File: config.mk
export PLATFORM = sky130hd
export DESIGN_NAME = pc_fetch_ctrl
export DESIGN_NICKNAME = d
export VERILOG_FILES = /design/src/rtl/pc_fetch_ctrl.sv
export SDC_FILE = /design/constraint.sdc
export NUM_CORES = 1
export LEC_CHECK = 0
export BUFFER_PORTS_ARGS = -buffer_cell sky130_fd_sc_hd__buf_2
export CORE_MARGIN = 4
export CORE_UTILIZATION = 60
export DETAILED_ROUTE_END_ITERATION = 8
export GPL_TIMING_DRIVEN = 0
export PLACE_DENSITY = 0.83
export SYNTH_ARGS = -nofsm -noshare
export SYNTH_HDL_FRONTEND = slang
export SYNTH_SLANG_ARGS = --single-unit
File: constraint.sdc
create_clock -name clk -period 16.4 [get_ports clk]
set_clock_uncertainty 0.2 [all_clocks]
set_input_delay 2.46 -clock clk [delete_from_list [all_inputs] [get_ports clk]]
set_output_delay 2.46 -clock clk [all_outputs]
set_load 0.05 [all_outputs]
File: src/rtl/pc_fetch_ctrl.sv
// Instruction fetch controller: PC sequencing, fetch handshake,
// redirect handling and the IF/ID pipeline register.
module pc_fetch_ctrl #(
  parameter int ADDR_WIDTH = 32,
  parameter int DATA_WIDTH = 32,
  parameter logic [ADDR_WIDTH-1:0] RESET_PC = 32'h8000_0000
) (
  input  logic                  clk,
  input  logic                  reset,
  output logic                  fetch_req_o,
  output logic [ADDR_WIDTH-1:0] fetch_addr_o,
  input  logic                  fetch_done_i,
  input  logic [DATA_WIDTH-1:0] fetch_data_i,
  input  logic                  redirect_i,
  input  logic [ADDR_WIDTH-1:0] redirect_pc_i,
  input  logic                  stall_i,
  output logic                  id_valid_o,
  output logic [ADDR_WIDTH-1:0] id_pc_o,
  output logic [DATA_WIDTH-1:0] id_instr_o
);

  typedef enum logic [1:0] {
    ISSUE,
    WAIT,
    HOLD
  } state_t;

  state_t                state;
  logic [ADDR_WIDTH-1:0] pc;
  logic                  redirect_pend;
  logic [ADDR_WIDTH-1:0] pend_pc;
  logic [DATA_WIDTH-1:0] hold_instr;
  logic [ADDR_WIDTH-1:0] hold_pc;

  logic [ADDR_WIDTH-1:0] rtgt;
  logic                  cap;
  logic [ADDR_WIDTH-1:0] cap_pc;
  logic [DATA_WIDTH-1:0] cap_instr;

  assign rtgt = redirect_pc_i & ~ADDR_WIDTH'(3);

  // Instruction offered to IF/ID this cycle, if stall and redirect allow.
  always_comb begin
    cap       = 1'b0;
    cap_pc    = pc;
    cap_instr = fetch_data_i;
    if (state == WAIT) begin
      cap = fetch_done_i && !redirect_pend;
    end else if (state == HOLD) begin
      cap       = 1'b1;
      cap_pc    = hold_pc;
      cap_instr = hold_instr;
    end
  end

  always_ff @(posedge clk or posedge reset) begin
    if (reset) begin
      state         <= ISSUE;
      pc            <= RESET_PC;
      fetch_req_o   <= 1'b0;
      fetch_addr_o  <= '0;
      redirect_pend <= 1'b0;
      pend_pc       <= '0;
      hold_instr    <= '0;
      hold_pc       <= '0;
    end else begin
      unique case (state)
        ISSUE: begin
          if (redirect_i) begin
            pc <= rtgt;
          end else begin
            fetch_addr_o <= pc;
            fetch_req_o  <= 1'b1;
            state        <= WAIT;
          end
        end
        WAIT: begin
          if (fetch_done_i) begin
            fetch_req_o   <= 1'b0;
            redirect_pend <= 1'b0;
            state         <= ISSUE;
            if (redirect_i) begin
              pc <= rtgt;
            end else if (redirect_pend) begin
              pc <= pend_pc;
            end else if (!stall_i) begin
              pc <= pc + ADDR_WIDTH'(4);
            end else begin
              hold_instr <= fetch_data_i;
              hold_pc    <= pc;
              state      <= HOLD;
            end
          end else if (redirect_i) begin
            redirect_pend <= 1'b1;
            pend_pc       <= rtgt;
          end
        end
        HOLD: begin
          if (redirect_i) begin
            pc    <= rtgt;
            state <= ISSUE;
          end else if (!stall_i) begin
            pc    <= hold_pc + ADDR_WIDTH'(4);
            state <= ISSUE;
          end
        end
        default: state <= ISSUE;
      endcase
    end
  end

  // IF/ID register: redirect flushes even through a stall.
  always_ff @(posedge clk or posedge reset) begin
    if (reset) begin
      id_valid_o <= 1'b0;
      id_pc_o    <= '0;
      id_instr_o <= '0;
    end else if (redirect_i) begin
      id_valid_o <= 1'b0;
    end else if (!stall_i) begin
      if (cap) begin
        id_valid_o <= 1'b1;
        id_pc_o    <= cap_pc;
        id_instr_o <= cap_instr;
      end else begin
        id_valid_o <= 1'b0;
      end
    end
  end

endmodule

Yosys cells after proc, flatten, opt, wreduce, memory -nomap -nowiden
Index checks and enable logic that the tools add are counted.
- $add $sub $neg: 2
- multipliers: 0
- divide/modulo/power cells: 0
- order comparisons: 0
- eq/ne operators: 8
- shift-type cells: 0
- muxes and demuxes: 30
- bitwise operators: 4
- reduce and logical (&&, ||, !) cells: 14
- operators with widths (operator ; number):
    $mux 32 ; 11
    $pmux 32 s3 ; 1
    $add 32x3->32 const B ; 2
    $mux 2 ; 7
    $reduce_and 3->1 ; 4
    $reduce_and 5->1 ; 2
    $mux 1 ; 9
    $ne 2x2->1 const B ; 4
    $pmux 2 s3 ; 1
    $ne 4x4->1 const B ; 1
    $not 1->1 ; 4
    $reduce_and 2->1 ; 2
    $reduce_bool 2->1 ; 2
    $ne 3x3->1 const B ; 1
    $reduce_bool 3->1 ; 1
    $eq 2x1->1 const B ; 1
    $eq 2x2->1 const B ; 1
    $logic_not 2->1 ; 1
    $pmux 1 s2 ; 1
    $logic_and 1x1->1 ; 1
    $logic_not 1->1 ; 1
- bits in registers: 227
- latch bits: 0
- bits in writable memories: 0
- ROM bits: 0
- input port bits: 69
- output and inout port bits: 98
- logic and storage cells: 69
- memories kept: 0

Depth between registers and ports, before layout
Gate-level depths: netlist of run 1.
- word-level depth: 6
- mapped depth: 12
- depth with buffers taken out: 8

Worst setup path before layout of run 1
Ideal clock, no wire load.
- path kind: input to register
- start point: input redirect_i
- end point: register hold_pc[10]
- arrival time: 3.878 ns
- required time: 16.075 ns
- path slack: 12.198 ns
- stages: 7
- path through: clkbuf_1 -> nor2b_1 -> and3_1 -> clkbuf_1 -> buf_2 -> buf_2 -> mux2_2
- cells in the longest elaborated chain, start to end: 2
- RTL lines (item ; line ; text):
    start, declared ; 14 ; input logic redirect_i,
    $not 1->1 (no line) ; n/a ;
    $reduce_and 5->1 (no line) ; n/a ;
    end signal, assigned ; 90 ; hold_pc <= pc;
    end, declared ; 33 ; logic [ADDR_WIDTH-1:0] hold_pc;
No other way between the ends.
A chain may end at the register's enable or synchronous reset.

Final worst setup path of run 1
- start point: input redirect_i
- end point: register hold_pc[5]
Same word-level chain as after synthesis.

==> results of run 1 <==
==> per-stage QoR <==
stage / instance area (um2) / instances / power, mW / util
after floorplan: 11170 / 1033 / 1.969 / -
after global placement: 12280 / 1425 / 2.275 / 0.6765
after detailed placement: 12310 / 1426 / 2.318 / 0.6784
after CTS: 13050 / 1465 / 2.851 / 0.7192
after global routing: 13050 / 1465 / 3.013 / 0.7192
final: 13050 / 1466 / 2.858 / 0.7193
==> cells in the mapped netlist, types with 10 or more instances <==
cell	n
a21oi_1	37
a221oi_1	10
and3_1	10
buf_2	24
clkbuf_1	50
dfrtp_1	226
inv_1	12
mux2_2	122
mux2i_1	65
nand2_1	136
nand3_1	23
nand4_1	15
nor2_1	27
nor3_1	10
o21ai_0	104
o22ai_1	10
xnor2_1	28
xor2_1	19
==> area by class of cell <==
class / count / area [um2]
inverter: 12 / 52.55
clock buffer: 37 / 700.7
buffer: 83 / 394.1
sequential: 227 / 5682
antenna: 1 / 2.502
fill: 1344 / 5094
timing repair buffer: 164 / 843.3
multi-input combinational: 711 / 5054
tap: 229 / 286.5
clock inverter: 2 / 38.79
==> layer usage <==
metal	GRT usage	share of wire	vias up
li1	-	-	4064
met1	0.3882	0.40	4445
met2	0.4670	0.47	518
met3	0.05489	0.10	101
met4	0.1080	0.038	0
met5	0	0	-
==> power groups by stage <==
| stage | combinational, mW | clock [mW] | sequential (mW) |
|---|---|---|---|
| after CTS | 1.33 | 0.525 | 0.998 |
| after global routing | 1.43 | 0.553 | 1.03 |
| after floorplan | 0.644 | 0 | 1.32 |
| after detailed placement | 1.31 | 0 | 1.00 |
| after global placement | 1.28 | 0 | 0.990 |
| final | 1.34 | 0.520 | 1.00 |
==> placed cells by master, fill, tap and decap left out, types with 11 or more instances in the layout <==
| master | count |
|---|---|
| dfrtp_1 | 226 |
| buf_2 | 187 |
| nand2_1 | 136 |
| mux2_2 | 122 |
| o21ai_0 | 104 |
| mux2i_1 | 65 |
| clkbuf_1 | 59 |
| a21oi_1 | 37 |
| xnor2_1 | 28 |
| nor2_1 | 27 |
| clkbuf_16 | 25 |
| nand3_1 | 23 |
| xor2_1 | 19 |
| nand4_1 | 15 |
| inv_1 | 11 |
==> worst min path at each step <==
stage / end / cells after the start
global route: id_valid_o / 2
global placement: id_instr_o[14] / 2
floorplan: pend_pc[8] / 1
finish: id_instr_o[27] / 2
CTS: id_instr_o[12] / 2
detailed placement: id_instr_o[12] / 2
==> registers in the layout, indices dropped and copies added (netlist names) <==
signal	cells
hold_instr	32
state	2
id_instr_o	32
pend_pc	30
fetch_req_o	1
redirect_pend	1
pc	32
fetch_addr_o	32
hold_pc	32
id_valid_o	1
id_pc_o	32
==> kinds of logic after synthesis <==
kind of cell               Yosys count  synth area share
muxes                              187            0.1812
buffers and inverters               95           0.03930
AOI/OAI and AO/OA                  209            0.1123
and+or+nand+nor                    262            0.1152
adders and majority gates            6          0.006718
DFF                                227            0.5085
xor gates and xnor gates            47           0.03684
==> critical path, stage by stage <==
cell	delay [ns]
clkbuf_1	0.20
nor2b_1	0.34
and3_1	0.21
clkbuf_1	0.17
buf_2	0.32
buf_2	0.36
mux2_2	0.38
==> qor.yml, run 1 <==
htree_levels: 1
clockPowerShare: 0.182
hp-start: "id_instr_o[27]"
cts_resized: 0
synth-warning-count: 0
endpoint: "hold_pc[5]"
r2r-start: "state[1]"
die_y_um: 144.5
synthArstFlopShare: 1.000
swShare: 0.4501
synth_top_area_share: 0.5061
cts_buffers: 24
drt_iter0_drc: 823
start_util: 0.6158
rsz0062_at_grt: "false"
synthTopCellsByArea: "dfrtp_1, mux2_2, mux2i_1"
avgSynthCellArea_um2: 10.82
cts_tree: "yes"
drv_cap: 0
comb_power_share: 0.468
drive_above_1_share: 0.2945
via_per_inst: 6.226
worst_pin_slew_ns: 1.377
reg2reg_slack_ns: 13.26
slew_violations: 0
crit_required_ns: 16.59
tns_ns: 0
synth_edf_count: 0
syn_nets: 1108
worst_slack_ns: 12.14
cts_buffer_depth: 3
yosys.area.top_type: "dfrtp_1"
cp_max_fo: 10
intPower_mw: 1.572
ys_types: 61
finalSetupViolCount: 0
yosys_most_used_dff: "dfrtp_1"
io_pins: 167
status: "finished clean"
gr-total-overflow: 0
nNetsFinal: 1298
grt_max_degree: 120
vdd_drop_max_uv: 114.0
r2r-end: "id_instr_o[8]"
die-area_um2: 20870
syn_area_um2: 11170
dp_slack_ns: 11.65
hp-class: "reg2reg"
post-route-period-util: 0.2598
grt_pass1_wl_mm: 47.50
portBuffers: 163
path_clk_slew_ns: 0.06
p_seq_frac: 0.350
reg2reg_depth: 12
p_per_area_nw_per_um2: 218.9
finalHoldViolCount: 0
grt_pass1_vias: 8963
hpwl_mm: 20.64
clkLatencyLatePin_ns: 0.51
coreArea_um2: 18150
ys_seq_elements: 227
syn_to_final_growth_pct: 16.82
wl_per_cell_um: 20.64
antenna_found_initial: 0
switchingPower_mw: 1.286
synth-seq-area-share: 0.5085
num_vias: 9128
drt-total-wl_mm: 30.26
power_leakage_nw: 5.868
globalRouteTotalUtil: 0.2881
placementRows: 49
critPathCaptureType: "register"
ant_nets: 0
relSlewSlack: 0.07330
cts_setup_buffers: 0
cts_root_buf: "clkbuf_16"
synthCells: 1033
place.gp.congestion: 0.9018
startpoint: "redirect_i"
fmax_mhz: 234.7
drc_errors: 0
ctsHoldBuffers: 0
cts_sinks: 227
holdWs_ns: 0.2710
min_period_ns: 4.260
drtPass1Iterations: 7
crit_arrival_ns: 4.45
criticalPathCategory: "in2reg"
cp-start-kind: "input port"
die_x_um: 144.5
Power figures use the tool's default switching activity.
==> inputs of run 2 (changes only) <==
--- a/config.mk
+++ b/config.mk
@@ -7,10 +7,10 @@
 export LEC_CHECK = 0
 export BUFFER_PORTS_ARGS = -buffer_cell sky130_fd_sc_hd__buf_2
 export CORE_MARGIN = 4
-export CORE_UTILIZATION = 60
+export CORE_UTILIZATION = 57
 export DETAILED_ROUTE_END_ITERATION = 8
 export GPL_TIMING_DRIVEN = 0
-export PLACE_DENSITY = 0.83
+export PLACE_DENSITY = 0.8
 export SYNTH_ARGS = -nofsm -noshare
 export SYNTH_HDL_FRONTEND = slang
 export SYNTH_SLANG_ARGS = --single-unit
==> constraint.sdc (replaced) <==
create_clock -name clk -period 4.1 [get_ports clk]
set_clock_uncertainty 0.2 [all_clocks]
set_input_delay 0.615 -clock clk [delete_from_list [all_inputs] [get_ports clk]]
set_output_delay 0.615 -clock clk [all_outputs]
set_load 0.05 [all_outputs]
==> run 2 against run 1 <==
Total power increased to 4.1 times the previous value. Routed wire length grew 0.78%. Final area grew 1.7%. Cell count up 2.8%. Sequential power grew to 4.0 times the previous value. Clock-buffer cell count decreased by 1. Sequential share of layout area shrank 0.74 points. Register-to-register slack got worse by 12 ns. Worst hold slack worse by 0.13 ns. Critical path type is now reg2reg. Largest power group unchanged. Highest routed layer unchanged.
==> qor.yml, run 2 (synthesized netlist as in run 1, its figures left out) <==
nNetsFinal: 1304
cts_resized: 0
die-area_um2: 21910
io_pins: 167
cp-start-kind: "register"
placementRows: 50
wl_per_cell_um: 20.24
criticalPathCategory: "reg2reg"
placed_cell_area_um2: 12440
num_vias: 9012
instances_no_fill: 1507
fmax_mhz: 310.6
cts_buffer_depth: 3
power.total_mw: 11.62
drtPass1Iterations: 7
die_y_um: 148.0
layout.cells.most_common_list: "dfrtp_1, buf_2, nand2_1, mux2_2, o21ai_0"
placed_cells: 1462
final_common_cell: "dfrtp_1"
cp_max_fo: 10
r2r-start: "state[1]"
finalSetupViolCount: 0
portBuffers: 163
place.gp.congestion: 0.8990
via_per_inst: 5.980
slew_violations: 0
clkLatencyLatePin_ns: 0.53
grt.met3_usage: 0.05763
worst_pin_slew_ns: 1.434
hp-start: "fetch_data_i[27]"
p_per_area_nw_per_um2: 875.0
crit_required_ns: 4.33
met2_usage: 0.4464
hold_depth: 2
drt-total-wl_mm: 30.50
startpoint: "state[1]"
cts_buffers: 24
finish.instance_area_um2: 13280
syn_to_final_growth_pct: 18.83
antenna_found_initial: 0
dp_slack_ns: 0.9204
worst_slack_ns: 0.8804
coreArea_um2: 19020
power_leakage_nw: 5.962
status: "finished clean"
post-route-period-util: 0.7853
drv_cap: 0
crit_arrival_ns: 3.45
hpwl_mm: 21.51
drive_above_1_share: 0.3039
grt_use_met1: 0.3827
critPathCaptureType: "register"
min_period_ns: 3.220
start_util: 0.5876
tns_ns: 0
hp-class: "in2reg"
relSlewSlack: 0.03499
ant_nets: 0
diodes: 0
fin_util: 0.6982
holdWs_ns: 0.1381
grt_max_degree: 43
vdd_drop_max_uv: 485.3
globalRouteTotalUtil: 0.2791
finalHoldViolCount: 0
drt_iter0_drc: 775
reg2reg_depth: 12
die_x_um: 148.0
htree_levels: 1
grt_busiest_layer: "met2"
grt_pass1_vias: 9116
gr-total-overflow: 0
cts_tree: "yes"
rsz0062_at_grt: "false"
grt_pass1_wl_mm: 49.09
cts_root_buf: "clkbuf_16"
cts_setup_buffers: 0
path_clk_slew_ns: 0.06
cts_sinks: 227
drc_errors: 0
run 2: cell types whose count changed in the layout (fill, tap and decap cells not counted), sizes merged:
cell,delta
buf,+5
bufinv,+1
clkbuf,-1
clkinv,+4
clkinvlp,+2
diode,-1
dlygate4sd3,+1
inv,-1
run 2: layer usage:
metal  vias to the layer above  share of wire
li1                       4076              -
met1                      4396           0.41
met2                       455           0.46
met3                        85          0.097
met4                         0          0.033
met5                         -              0
run 2: worst paths after layout:
check / slack (ns) / to
min in group asynchronous: 0.50 / hold_instr[29]
max in group asynchronous: 2.09 / id_pc_o[22]
hold reg to reg: 0.27 / id_instr_o[26]
setup / recovery: 0.88 / id_instr_o[8]
hold / removal: 0.14 / hold_instr[27]
setup reg to reg: 0.88 / id_instr_o[8]
run 2: cell type report:
cell class	instances	area, um2
multi-input combinational	711	5054
timing repair buffer	170	945.9
tap	260	325.3
fill	1487	5739
clock buffer	36	737.0
inverter	12	48.80
clock inverter	8	92.59
buffer	83	394.1
sequential	227	5682
run 2: power by group:
group          internal, mW  leakage, nW  total [mW]  switching (mW)
combinational          1.80         2.72        5.36            3.56
sequential             3.26         2.83        3.99           0.733
clock                  1.36        0.411        2.26           0.896
total                  6.43         5.96        11.6            5.19
run 2: timing repair:
action,in CTS,in global routing
endpoints found under the setup margin,0,0
hold endpoints to repair,24,0
hold buffers,1,0
run 2: critical path, stage by stage, from the launching register on:
cell      delay (ns)
dfrtp_1         0.39
inv_1           0.09
ha_1            0.18
buf_2           0.19
nor2b_1         0.14
buf_2           0.19
a21oi_1         0.17
or3_1           0.23
buf_2           0.32
clkbuf_1        0.38
clkbuf_1        0.44
nand2_1         0.09
o21ai_0         0.10
==> inputs of run 3 (changes only) <==
--- a/config.mk
+++ b/config.mk
@@ -5,12 +5,13 @@
 export SDC_FILE = /design/constraint.sdc
 export NUM_CORES = 1
 export LEC_CHECK = 0
+export ABC_AREA = 1
 export BUFFER_PORTS_ARGS = -buffer_cell sky130_fd_sc_hd__buf_2
 export CORE_MARGIN = 4
-export CORE_UTILIZATION = 57
+export CORE_UTILIZATION = 58
 export DETAILED_ROUTE_END_ITERATION = 8
 export GPL_TIMING_DRIVEN = 0
-export PLACE_DENSITY = 0.8
+export PLACE_DENSITY = 0.81
 export SYNTH_ARGS = -nofsm -noshare
 export SYNTH_HDL_FRONTEND = slang
 export SYNTH_SLANG_ARGS = --single-unit
==> constraint.sdc (replaced) <==
create_clock -name clk -period 3.25 [get_ports clk]
set_clock_uncertainty 0.2 [all_clocks]
set_input_delay 0.4875 -clock clk [delete_from_list [all_inputs] [get_ports clk]]
set_output_delay 0.4875 -clock clk [all_outputs]
set_load 0.05 [all_outputs]
==> run 3 against run 2 <==
Final area up 5.0%. Cell count up 35%. Worst setup slack worse by 0.21 ns. Flip-flop and latch count unchanged. Worst hold slack worse by 0.13 ns. Largest cell class unchanged. Highest routed layer is now met5.
==> qor.yml, run 3 <==
status: "finished clean"
fin_util: 0.7070
syn_to_final_growth_pct: 18.69
startpoint: "state[1]"
endpoint: "id_pc_o[21]"
yosys.area.top_type: "dfrtp_1"
finalSetupViolCount: 0
grt_pass1_vias: 10630
layout.cells.most_common_list: "nand2_1, o21ai_0, dfrtp_1, buf_2, inv_1"
yosys_most_used_dff: "dfrtp_1"
nNetsFinal: 1818
num_vias: 11100
post-route-period-util: 0.7948
io_pins: 167
die_y_um: 150.3
grt_pass1_wl_mm: 55.85
rsz0062_at_grt: "false"
wl_per_cell_um: 17.15
drv_cap: 0
crit_arrival_ns: 2.83
cts_buffers: 25
cts_resized: 0
antenna_found_initial: 1
slew_violations: 0
cp_max_fo: 10
power_leakage_nw: 7.076
vdd_drop_max_uv: 625.9
syn_nets: 1615
synth-seq-area-share: 0.4838
yosysMostFrequentCell: "nand2_1"
drt-total-wl_mm: 34.76
cts_sinks: 227
drtPass1Iterations: 8
r2r-start: "state[1]"
final_common_cell: "nand2_1"
critPathCaptureType: "register"
p_per_area_nw_per_um2: 1099
gr-total-overflow: 0
cp-start-kind: "register"
finalHoldViolCount: 0
globalRouteTotalUtil: 0.3119
place.gp.congestion: 0.9809
relSlewSlack: 0.5281
hp-class: "in2reg"
synth-warning-count: 0
reg2reg_slack_ns: 0.67
syn_area_um2: 11750
synthArstFlopShare: 1.000
ys_seq_elements: 227
cts_tree: "yes"
synth_edf_count: 0
synthTopCellsByArea: "dfrtp_1, nand2_1, o21ai_0"
min_period_ns: 2.583
reg2reg_depth: 10
portBuffers: 163
path_clk_slew_ns: 0.06
avgSynthCellArea_um2: 7.627
drive_above_1_share: 0.1810
synthCells: 1540
worst_pin_slew_ns: 0.7064
drc_errors: 0
drt_iter0_drc: 931
crit_required_ns: 3.49
netlist_top_cells_count: "nand2_1, o21ai_0, dfrtp_1"
holdWs_ns: 0.01305
criticalPathCategory: "reg2reg"
start_util: 0.5957
cts_buffer_depth: 3
hold_depth: 2
die_x_um: 150.3
ant_nets: 0
clkLatencyLatePin_ns: 0.54
diodes: 0
r2r-end: "id_pc_o[21]"
hpwl_mm: 26.68
ys_types: 43
cts_root_buf: "clkbuf_16"
via_per_inst: 5.474
coreArea_um2: 19720
htree_levels: 1
tns_ns: 0
die-area_um2: 22590
placementRows: 51
synth_top_area_share: 0.4815
fmax_mhz: 387.1
grt_max_degree: 44
==> run 3: cell count changes after synthesis, sizes merged, moves of 65 or more <==
| cell | previous run | this run |
|---|---|---|
| mux2 | 122 | 7 |
| inv | 12 | 150 |
| nor2 | 27 | 140 |
| nand2 | 136 | 477 |
| a21oi | 37 | 103 |
| o21ai | 110 | 260 |
| mux2i | 65 | 0 |
==> run 3: how the worst min path moves through the flow <==
stage / end / slack (ns) / startpoint
2_1_floorplan: hold_instr[0] / 0.25 / hold_instr[0]
3_3_place_gp: id_instr_o[6] / 0.26 / id_instr_o[6]
3_5_place_dp: fetch_addr_o[3] / 0.27 / fetch_addr_o[3]
4_1_cts: pend_pc[6] / 0.001 / redirect_pc_i[6]
5_1_grt: pend_pc[6] / 0.009 / redirect_pc_i[6]
6_report: pend_pc[6] / 0.01 / redirect_pc_i[6]
==> run 3: layout make-up <==
| class | instances | area [um2] |
|---|---|---|
| timing repair buffer | 176 | 996.0 |
| clock buffer | 37 | 720.7 |
| multi-input combinational | 1087 | 5132 |
| buffer | 76 | 365.4 |
| tap | 265 | 331.6 |
| clock inverter | 9 | 142.6 |
| inverter | 150 | 569.3 |
| fill | 1591 | 5778 |
| sequential | 227 | 5682 |
==> run 3: through the flow <==
stage	setup WS (ns)	area, um2	power (mW)	std cells
finish	0.6668	13940	15.32	2027
global route	0.4816	13940	16.33	2027
CTS	0.7140	13940	15.28	2027
detailed placement	0.7158	13000	12.27	1973
global placement	-1.656	12900	12.07	1968
floorplan	-0.4027	11750	10.17	1540
==> run 3: worst max-delay path, stage by stage (launching register included) <==
cell	delay [ns]
dfrtp_1	0.40
inv_1	0.08
ha_1	0.18
buf_4	0.17
inv_4	0.12
nand2_1	0.14
nand2_1	0.10
nand4_1	0.30
buf_2	0.33
clkbuf_1	0.24
o21ai_0	0.22
==> run 3: cells by family after synthesis <==
logic type               after synthesis  share of synthesized area
multiplexers                           7                   0.006712
adder cells (fa/ha/maj)                6                   0.006392
flip-flops                           227                     0.4838
XOR/XNOR                               4                   0.002983
AO/OA/AOI/OAI                        385                     0.1729
AND/OR/NAND/NOR                      685                     0.2480
buffers and inverters                226                    0.07926
==> run 3: timing repair <==
item                                   CTS  global route
endpoints found under the hold margin   37             0
setup buffers                            0             0
hold buffers                             8             0
==> run 3: power by group <==
part | internal (mW) | switching [mW]
clock network | 1.78 | 1.17
logic | 1.94 | 5.27
registers | 4.14 | 1.02
==> run 3: layer usage <==
layer  global-route usage  vias up  wire [um]
met3              0.05117       62       3017
met2               0.5010      488      16030
met5                    0        -         12
li1                     -     5372          -
met4              0.08966        2        974
met1               0.4414     5171      14730
